--- src/rtl/seg_scan_driver.sv ---
// seg_scan_driver: multiplexes a 0..15 value onto a two-digit 7-segment display with blanking gaps
module seg_scan_driver #(
  parameter int SCAN_DIV = 1000,
  parameter int GAP_CYC  = 8
) (
  input  logic       clk,
  input  logic       cr,
  input  logic [3:0] data,
  input  logic       upd,
  input  logic       blank_lz,
  output logic [6:0] seg,
  output logic [1:0] sel,
  output logic       ovf,
  output logic       frm
);
  // Encoding order matches the scan cycle so advancing is a simple increment with wrap.
  typedef enum logic [1:0] {GAP1 = 2'd0, ONES = 2'd1, GAP0 = 2'd2, TENS = 2'd3} state_t;
  state_t      r_state;
  logic [15:0] r_cnt;
  logic [3:0]  r_shd;
  logic [3:0]  r_disp;
  logic        r_frm;
  logic [15:0] w_len;
  logic        w_last;
  logic        w_tens;
  logic [3:0]  w_ones;
  logic        w_blank_tens;
  function automatic logic [6:0] seg_pat(input logic [3:0] d);
    case (d)
      4'd0:    seg_pat = 7'b1111110;
      4'd1:    seg_pat = 7'b0110000;
      4'd2:    seg_pat = 7'b1101101;
      4'd3:    seg_pat = 7'b1111001;
      4'd4:    seg_pat = 7'b0110011;
      4'd5:    seg_pat = 7'b1011011;
      4'd6:    seg_pat = 7'b1011111;
      4'd7:    seg_pat = 7'b1110000;
      4'd8:    seg_pat = 7'b1111111;
      4'd9:    seg_pat = 7'b1111011;
      default: seg_pat = 7'b0000000;
    endcase
  endfunction
  assign w_len  = (r_state == ONES || r_state == TENS) ? 16'(SCAN_DIV) : 16'(GAP_CYC);
  assign w_last = (r_cnt == w_len - 16'd1);
  // Shadow register follows every load strobe, independent of the scan position.
  always_ff @(posedge clk or negedge cr) begin
    if (!cr) r_shd <= 4'd0;
    else if (upd) r_shd <= data;
  end
  // Scan FSM: phase counter, state advance, frame-start latch of the shadow value and frame pulse.
  always_ff @(posedge clk or negedge cr) begin
    if (!cr) begin
      r_state <= GAP1;
      r_cnt   <= 16'd0;
      r_disp  <= 4'd0;
      r_frm   <= 1'b0;
    end else begin
      r_frm <= 1'b0;
      if (w_last) begin
        r_cnt   <= 16'd0;
        r_state <= state_t'(r_state + 2'd1);
        if (r_state == GAP1) begin
          r_disp <= r_shd;
          r_frm  <= 1'b1;
        end
      end else begin
        r_cnt <= r_cnt + 16'd1;
      end
    end
  end
  assign w_tens       = (r_disp >= 4'd10);
  assign w_ones       = w_tens ? r_disp - 4'd10 : r_disp;
  assign w_blank_tens = blank_lz && !w_tens;
  // Digit drive is decoded from registered state only; blank_lz acts live within the tens phase.
  always_comb begin
    sel = (r_state == ONES) ? 2'b10 : (r_state == TENS && !w_blank_tens) ? 2'b01 : 2'b11;
    seg = (r_state == ONES) ? seg_pat(w_ones) :
          (r_state == TENS && !w_blank_tens) ? seg_pat({3'b000, w_tens}) : 7'b0000000;
  end
  assign ovf = w_tens;
  assign frm = r_frm;
endmodule

--- config.mk ---
export PLATFORM = sky130hd
export DESIGN_NAME = seg_scan_driver
export DESIGN_NICKNAME = d
export VERILOG_FILES = /design/src/rtl/seg_scan_driver.sv
export SDC_FILE = /design/constraint.sdc
export NUM_CORES = 1
export LEC_CHECK = 0
export ABC_AREA = 1
export BUFFER_PORTS_ARGS = -buffer_cell sky130_fd_sc_hd__buf_2
export CAP_MARGIN = 20
export CORE_UTILIZATION = 45
export CTS_CLUSTER_DIAMETER = 100
export CTS_CLUSTER_SIZE = 12
export DETAILED_ROUTE_END_ITERATION = 6
export SYNTH_ARGS = -nofsm -noshare
export SYNTH_HDL_FRONTEND = slang
export SYNTH_SLANG_ARGS = --single-unit
export TNS_END_PERCENT = 1
--- constraint.sdc ---
create_clock -name clk -period 2.4 [get_ports clk]
set_input_delay 0.6 -clock clk [delete_from_list [all_inputs] [get_ports clk]]
set_output_delay 0.6 -clock clk [all_outputs]
set_load 0.01 [all_outputs]
==> impl_metrics.py, run 1 <==
metrics = {
    "outcome": {
        "outcome": "complete, but fails checks",
        "violations": "negative setup slack",
    },
    "sta": {
        "slew_violations": 0,
        "fmax_mhz": 400,
        "setup_slack_ps": -98.3,
        "hold_violations": 0,
        "period_needed_ps": 2500,
        "rsz0062_at_grt": "yes",
        "slew_headroom_pct": 60.2,
        "setup_viol": 7,
        "fin_crit_sh_pct": 104,
        "worst_slew_pin_slew_ps": 597,
        "skew_ps": 8.90,
    },
    "final_layout": {
        "drive_gt1_share_pct": 23.0,
        "final_area_um2": 1940,
        "insertedDiodeCount": 0,
        "nNetsFinal": 260,
        "area_growth_pct": 19.6,
    },
    "pwr": {
        "p_sw_share_pct": 31.7,
        "pwr-share-comb_pct": 27.0,
        "clockPowerShare_pct": 21.5,
        "intPower_uw": 644,
        "leakage_uw": 0.00107,
        "power_switching_uw": 299,
        "ir_worst_vdd_mv": 0.309,
        "power_density_nw_per_um2": 486,
        "power_frac_seq_pct": 51.5,
    },
    "clock_tree": {
        "cts_buffers": 3,
        "cts_hold_buffers": 0,
        "clkTransAtPathRegs_ps": 160,
        "h-tree-depth": 1,
        "cts_root_buffer": "clkbuf_4",
        "cts_sinks": 27,
        "cts_tree": "yes",
        "clock_latency_ps": 320,
        "cts_max_path_buffers": 2,
    },
    "worst_setup_path": {
        "cp-start-kind": "register",
        "critical-path-max-stage-delay_ps": 440,
        "cp.required_ps": 1800,
        "worstSetupPathType": "reg2out",
        "path_cells": "buf_6 > nand2_2 > inv_2 > nor2_4 > buf_4 > ha_1 > a22oi_1 > o21ai_0 > buf_2",
        "path_max_fanout": 3,
        "worstSetupEndpointType": "output port",
        "cp_data_arrival_time_ps": 1900,
        "regToRegEndpoint": "r_cnt[14]$_DFF_PN0_",
        "r2r_start": "r_cnt[0]$_DFF_PN0_",
        "r2r_slack_ps": 820,
        "r2r_cells": 8,
        "slowest_stage": "dfrtp_1",
    },
    "job": {
        "max_cap_violations": 0,
    },
    "routing": {
        "ant_nets": 0,
        "drt_wl_total_um": 3340,
        "drtIter0Drc": 78,
        "wl_per_cell_um": 11.6,
        "drc": 0,
        "vias": 1408,
        "viasPerCell": 4.87,
        "drt-pass1-iter-count": 4,
    },
    "global_route": {
        "grt_pass1_vias": 1214,
        "grt_max_degree": 28,
        "grt_util_all_layers_pct": 18.5,
        "grt_overflow": 0,
        "antenna_found_initial": 0,
        "grt_first_pass_wirelength_um": 5200,
    },
    "synthesis": {
        "synth_area_um2": 1620,
        "seq_area_frac_synth_pct": 41.7,
        "synth_cell_type_count": 24,
        "synth.avg_cell_area_um2": 7.54,
        "syn_inst": 215,
        "ys_ff_latch": 27,
        "yosysWarnings": 0,
        "syn-num-nets": 231,
    },
    "placed_design": {
        "placed_area_um2": 1780,
        "dpl.hpwl_um": 2490,
        "port_buffers": 18,
        "gp_congestion": 0.850,
        "pre_cts_slack_ps": 188,
    },
    "floorplanning": {
        "die_w_um": 62.0,
        "coreArea_um2": 3390,
        "start_util_pct": 47.8,
        "rows": 21,
        "ios": 19,
        "fp.dieH_um": 62.0,
        "die_area_um2": 3850,
    },
    "worst_hold_path": {
        "hold_path.class": "in2async",
    },
}
## how the worst max path moves through the flow
stage / startpoint / endpoint / slack [ps] / depth (start not counted)
4_1_cts: r_disp[1]$_DFFE_PN0P_ / seg[1] / -120 / 11
3_3_place_gp: r_disp[1]$_DFFE_PN0P_ / seg[1] / 250 / 11
2_1_floorplan: r_state[0]$_DFFE_PN0N_ / seg[2] / 270 / 6
5_1_grt: r_disp[1]$_DFFE_PN0P_ / seg[5] / -240 / 12
3_5_place_dp: r_disp[1]$_DFFE_PN0P_ / seg[1] / 190 / 11
6_report: r_disp[1]$_DFFE_PN0P_ / seg[2] / -100 / 9
## stage by stage
| stage | utilization, % | cells | power (µW) | TNS, ps | hold slack [ps] |
|---|---|---|---|---|---|
| 2_1_floorplan | - | 215 | 615 | 0 | 304 |
| 3_3_place_gp | 52.5 | 280 | 682 | 0 | 455 |
| 3_5_place_dp | 52.5 | 280 | 690 | 0 | 469 |
| 4_1_cts | 54.4 | 286 | 913 | -563 | 262 |
| 5_1_grt | 57.2 | 289 | 1000 | -1340 | 279 |
| 6_report | 57.2 | 289 | 943 | -418 | 251 |
## power groups by stage
stage / combinational (µW) / clock, µW / sequential [µW]
finish: 254 / 202 / 486
global route: 286 / 230 / 489
CTS: 216 / 214 / 483
detailed placement: 200 / 0 / 490
global placement: 194 / 0 / 488
floorplan: 129 / 0 / 486
## cells by family (layout without fill, tap and decap cells)
kind of cell	after synthesis	after routing	share of synthesized area (%)
simple gates	119	119	32.6
compound gates	15	15	5.09
fa+ha+maj	8	8	6.17
xor+xnor	6	6	3.24
flops	27	27	41.7
mux	4	4	2.78
buf+inv	36	64	8.41
## per-layer routing
| layer | share of wire, % | vias up | GRT usage, % |
|---|---|---|---|
| met1 | 48 | 651 | 25.9 |
| met2 | 48 | 32 | 29.8 |
| met4 | 1.1 | 0 | 4.76 |
| li1 | - | 721 | - |
| met5 | 0 | - | 0 |
| met3 | 2.9 | 4 | 3.11 |
## critical path, delay by kind of cell (launching register included)
family / cells / cell delay [ps]
buf+inv: 4 / 500
compound gates: 2 / 270
simple gates: 2 / 240
flops: 1 / 440
fa+ha+maj: 1 / 130
## cells in the final DEF, fill, tap and decap left out, drive strengths merged, types with 2 or more instances in the layout
cell,Yosys,routed
dfrtp,27,27
nor3,7,7
nand3,11,11
or2,2,2
ha,8,8
o21ai,9,9
xor2,6,6
buf,0,25
mux2,4,4
nand4,3,3
clkbuf,1,3
inv,35,35
nand2,72,72
nor2,24,24
a21oi,4,4
## synth_stat cells
master    count  area share, %
nand3_4       1            1.1
nor3_4        1            1.0
inv_1        35            8.1
xor2_1        6            3.2
nand2_1      71             16
nor3_1        6            1.9
o21ai_1       1           0.31
ha_1          8            6.2
nand4_1       3            1.2
clkbuf_2      1           0.31
or2_2         1           0.39
nand3_1      10            3.1
nor2_2        2           0.77
nor2_8        1            1.2
a31oi_1       1           0.39
a22oi_1       1           0.46
nor2_1       21            4.9
or2_1         1           0.39
o21ai_0       7            2.2
mux2_2        4            2.8
nand2_2       1           0.39
a21oi_1       4            1.2
o21ai_2       1           0.54
dfrtp_1      27             42
## sequential cells by signal (all words and copies together) (netlist names)
register	count
r_state	2
r_disp	4
r_cnt	16
r_shd	4
frm	1
## timing repair
action | 4_1_cts | 5_1_grt
resized for setup | 8 | 14
endpoints found under the setup margin | 7 | 7
cloned | 0 | 0
pin swaps | 4 | 7
setup buffers | 2 | 3
## cell type report
cell class              count  area (µm²)
inverters                  35         131
clock inverters             1        7.51
fillers                   329        1450
multi-input cells         152         890
flip-flops and latches     27         678
well taps                  46        57.6
repair buffers             25         153
clock buffers               3        22.5
(Power assumes the default switching activity.)
==> inputs of run 2 (changes only) <==
- SKIP_CTS_REPAIR_TIMING: default -> 1
==> impl_metrics.py, run 2 (synthesized netlist as in run 1, its figures left out) <==
metrics = {
    "outcome": {
        "outcome": "complete, but fails checks",
        "violations": "negative setup slack",
    },
    "floorplanning": {
        "rows": 21,
        "die_area_um2": 3850,
        "ios": 19,
        "start_util_pct": 47.8,
        "die_w_um": 62.0,
        "coreArea_um2": 3390,
        "fp.dieH_um": 62.0,
    },
    "clock_tree": {
        "cts_root_buffer": "clkbuf_4",
        "clock_latency_ps": 320,
        "cts_tree": "yes",
        "cts_max_path_buffers": 2,
        "cts_sinks": 27,
        "clkTransAtPathRegs_ps": 160,
        "cts_buffers": 3,
        "h-tree-depth": 1,
    },
    "final_layout": {
        "largest_register_ffs": 16,
        "layout_commonest_cell": "nand2_1",
        "nNetsFinal": 257,
        "insertedDiodeCount": 0,
        "area_growth_pct": 17.6,
        "drive_gt1_share_pct": 22.1,
        "top_register": "r_cnt",
        "final_cell_mix": "nand2_1 (67), inv_1 (33), dfrtp_1 (24)",
        "num-fill-cells": 322,
        "largestRegisters": "r_cnt: 16 flops, r_disp: 4 flops, r_shd: 4 flops",
    },
    "routing": {
        "ant_nets": 0,
        "viasPerCell": 4.77,
        "drt_wl_total_um": 3230,
        "drt-pass1-iter-count": 4,
        "drc": 0,
        "vias": 1363,
        "drtIter0Drc": 30,
        "wl_per_cell_um": 11.3,
    },
    "sta": {
        "fmax_mhz": 408,
        "hold-worst-slack_ps": 251,
        "slew_headroom_pct": 60.3,
        "setup_viol": 6,
        "period_needed_ps": 2450,
        "hold_violations": 0,
        "skew_ps": 8.95,
        "slew_violations": 0,
        "rsz0062_at_grt": "yes",
        "worst_slew_pin_slew_ps": 596,
        "setup_slack_ps": -51.9,
        "fin_crit_sh_pct": 102,
    },
    "worst_setup_path": {
        "worstSetupEndpointType": "output port",
        "path_max_fanout": 5,
        "cp-start-kind": "register",
        "worstSetupPathType": "reg2out",
        "cp.required_ps": 1800,
        "r2r_slack_ps": 820,
        "cp_data_arrival_time_ps": 1850,
    },
    "pwr": {
        "p_total_uw": 927,
        "power_density_nw_per_um2": 486,
        "leakage_uw": 0.00105,
        "ir_worst_vdd_mv": 0.314,
    },
    "job": {
        "max_cap_violations": 0,
    },
    "global_route": {
        "antenna_found_initial": 0,
        "grt_max_degree": 28,
        "grt_first_pass_wirelength_um": 5120,
        "grt_overflow": 0,
        "grt_pass1_vias": 1188,
        "grt_util_all_layers_pct": 18.3,
    },
    "placed_design": {
        "port_buffers": 18,
        "gp_congestion": 0.850,
        "dpl.hpwl_um": 2490,
    },
    "worst_hold_path": {
        "hold_path.class": "in2async",
    },
}
==> run 2: cell types whose count changed in the layout (fill, tap and decap cells not counted), sizes merged <==
cell / delta
buf: -3
==> run 2: final timing paths <==
path / startpoint / endpoint / cells after the start
max reg2reg: r_cnt[0]$_DFF_PN0_ / r_cnt[14]$_DFF_PN0_ / 8
max in group asynchronous: cr / r_disp[1]$_DFFE_PN0P_ / 1
min in group clk: r_cnt[15]$_DFF_PN0_ / r_cnt[15]$_DFF_PN0_ / 1
max: r_disp[2]$_DFFE_PN0P_ / seg[1] / 11
min reg2reg: r_cnt[15]$_DFF_PN0_ / r_cnt[15]$_DFF_PN0_ / 1
min: cr / r_cnt[13]$_DFF_PN0_ / 1
==> run 2: critical path, cell delays in order, from the launching register on <==
cell and delay [ps]:
dfrtp_2 480, inv_2 100, ha_4 210, nand2_4 80
nand2_4 60, or2_1 240, nand2_1 60, nand2_1 50
nand2_1 50, nand2_1 50, nand2_1 50, buf_2 120
==> run 2: area by class of cell <==
type | instances | area, µm² | share of cell area [%]
Inverter | 35 | 131 | 6.89
Tap cell | 46 | 57.6 | 3.02
Clock inverter | 1 | 7.51 | 0.394
Clock buffer | 3 | 22.5 | 1.18
Sequential cell | 27 | 679 | 35.6
Timing Repair Buffer | 22 | 126 | 6.63
Multi-Input combinational cell | 152 | 882 | 46.3
==> run 2: per-layer routing <==
layer / track usage [%] / up-vias / wire length [µm]
met5: 0 / - / 0
met4: 4.76 / 0 / 20
met3: 3.11 / 2 / 67
met2: 29.0 / 18 / 1520
met1: 25.8 / 628 / 1620
li1: - / 715 / -
==> run 2: power breakdown <==
group          leakage [µW]  switching, µW  internal (µW)  total, µW
Sequential         0.000336           17.2            469        487
Combinational      0.000701            136            102        238
Clock             0.0000139            139           63.6        202
Total               0.00105            292            635        927
==> run 2: metrics by stage <==
step           instance area, µm²  util [%]  setup slack [ps]  instances  TNS [ps]
2_1_floorplan                1620         -               270        215         0
3_3_place_gp                 1780      52.5               254        280         0
3_5_place_dp                 1780      52.5               188        280         0
4_1_cts                      1810      53.4              -202        284     -1170
5_1_grt                      1910      56.3              -196        286      -994
6_report                     1910      56.3             -51.9        286      -134
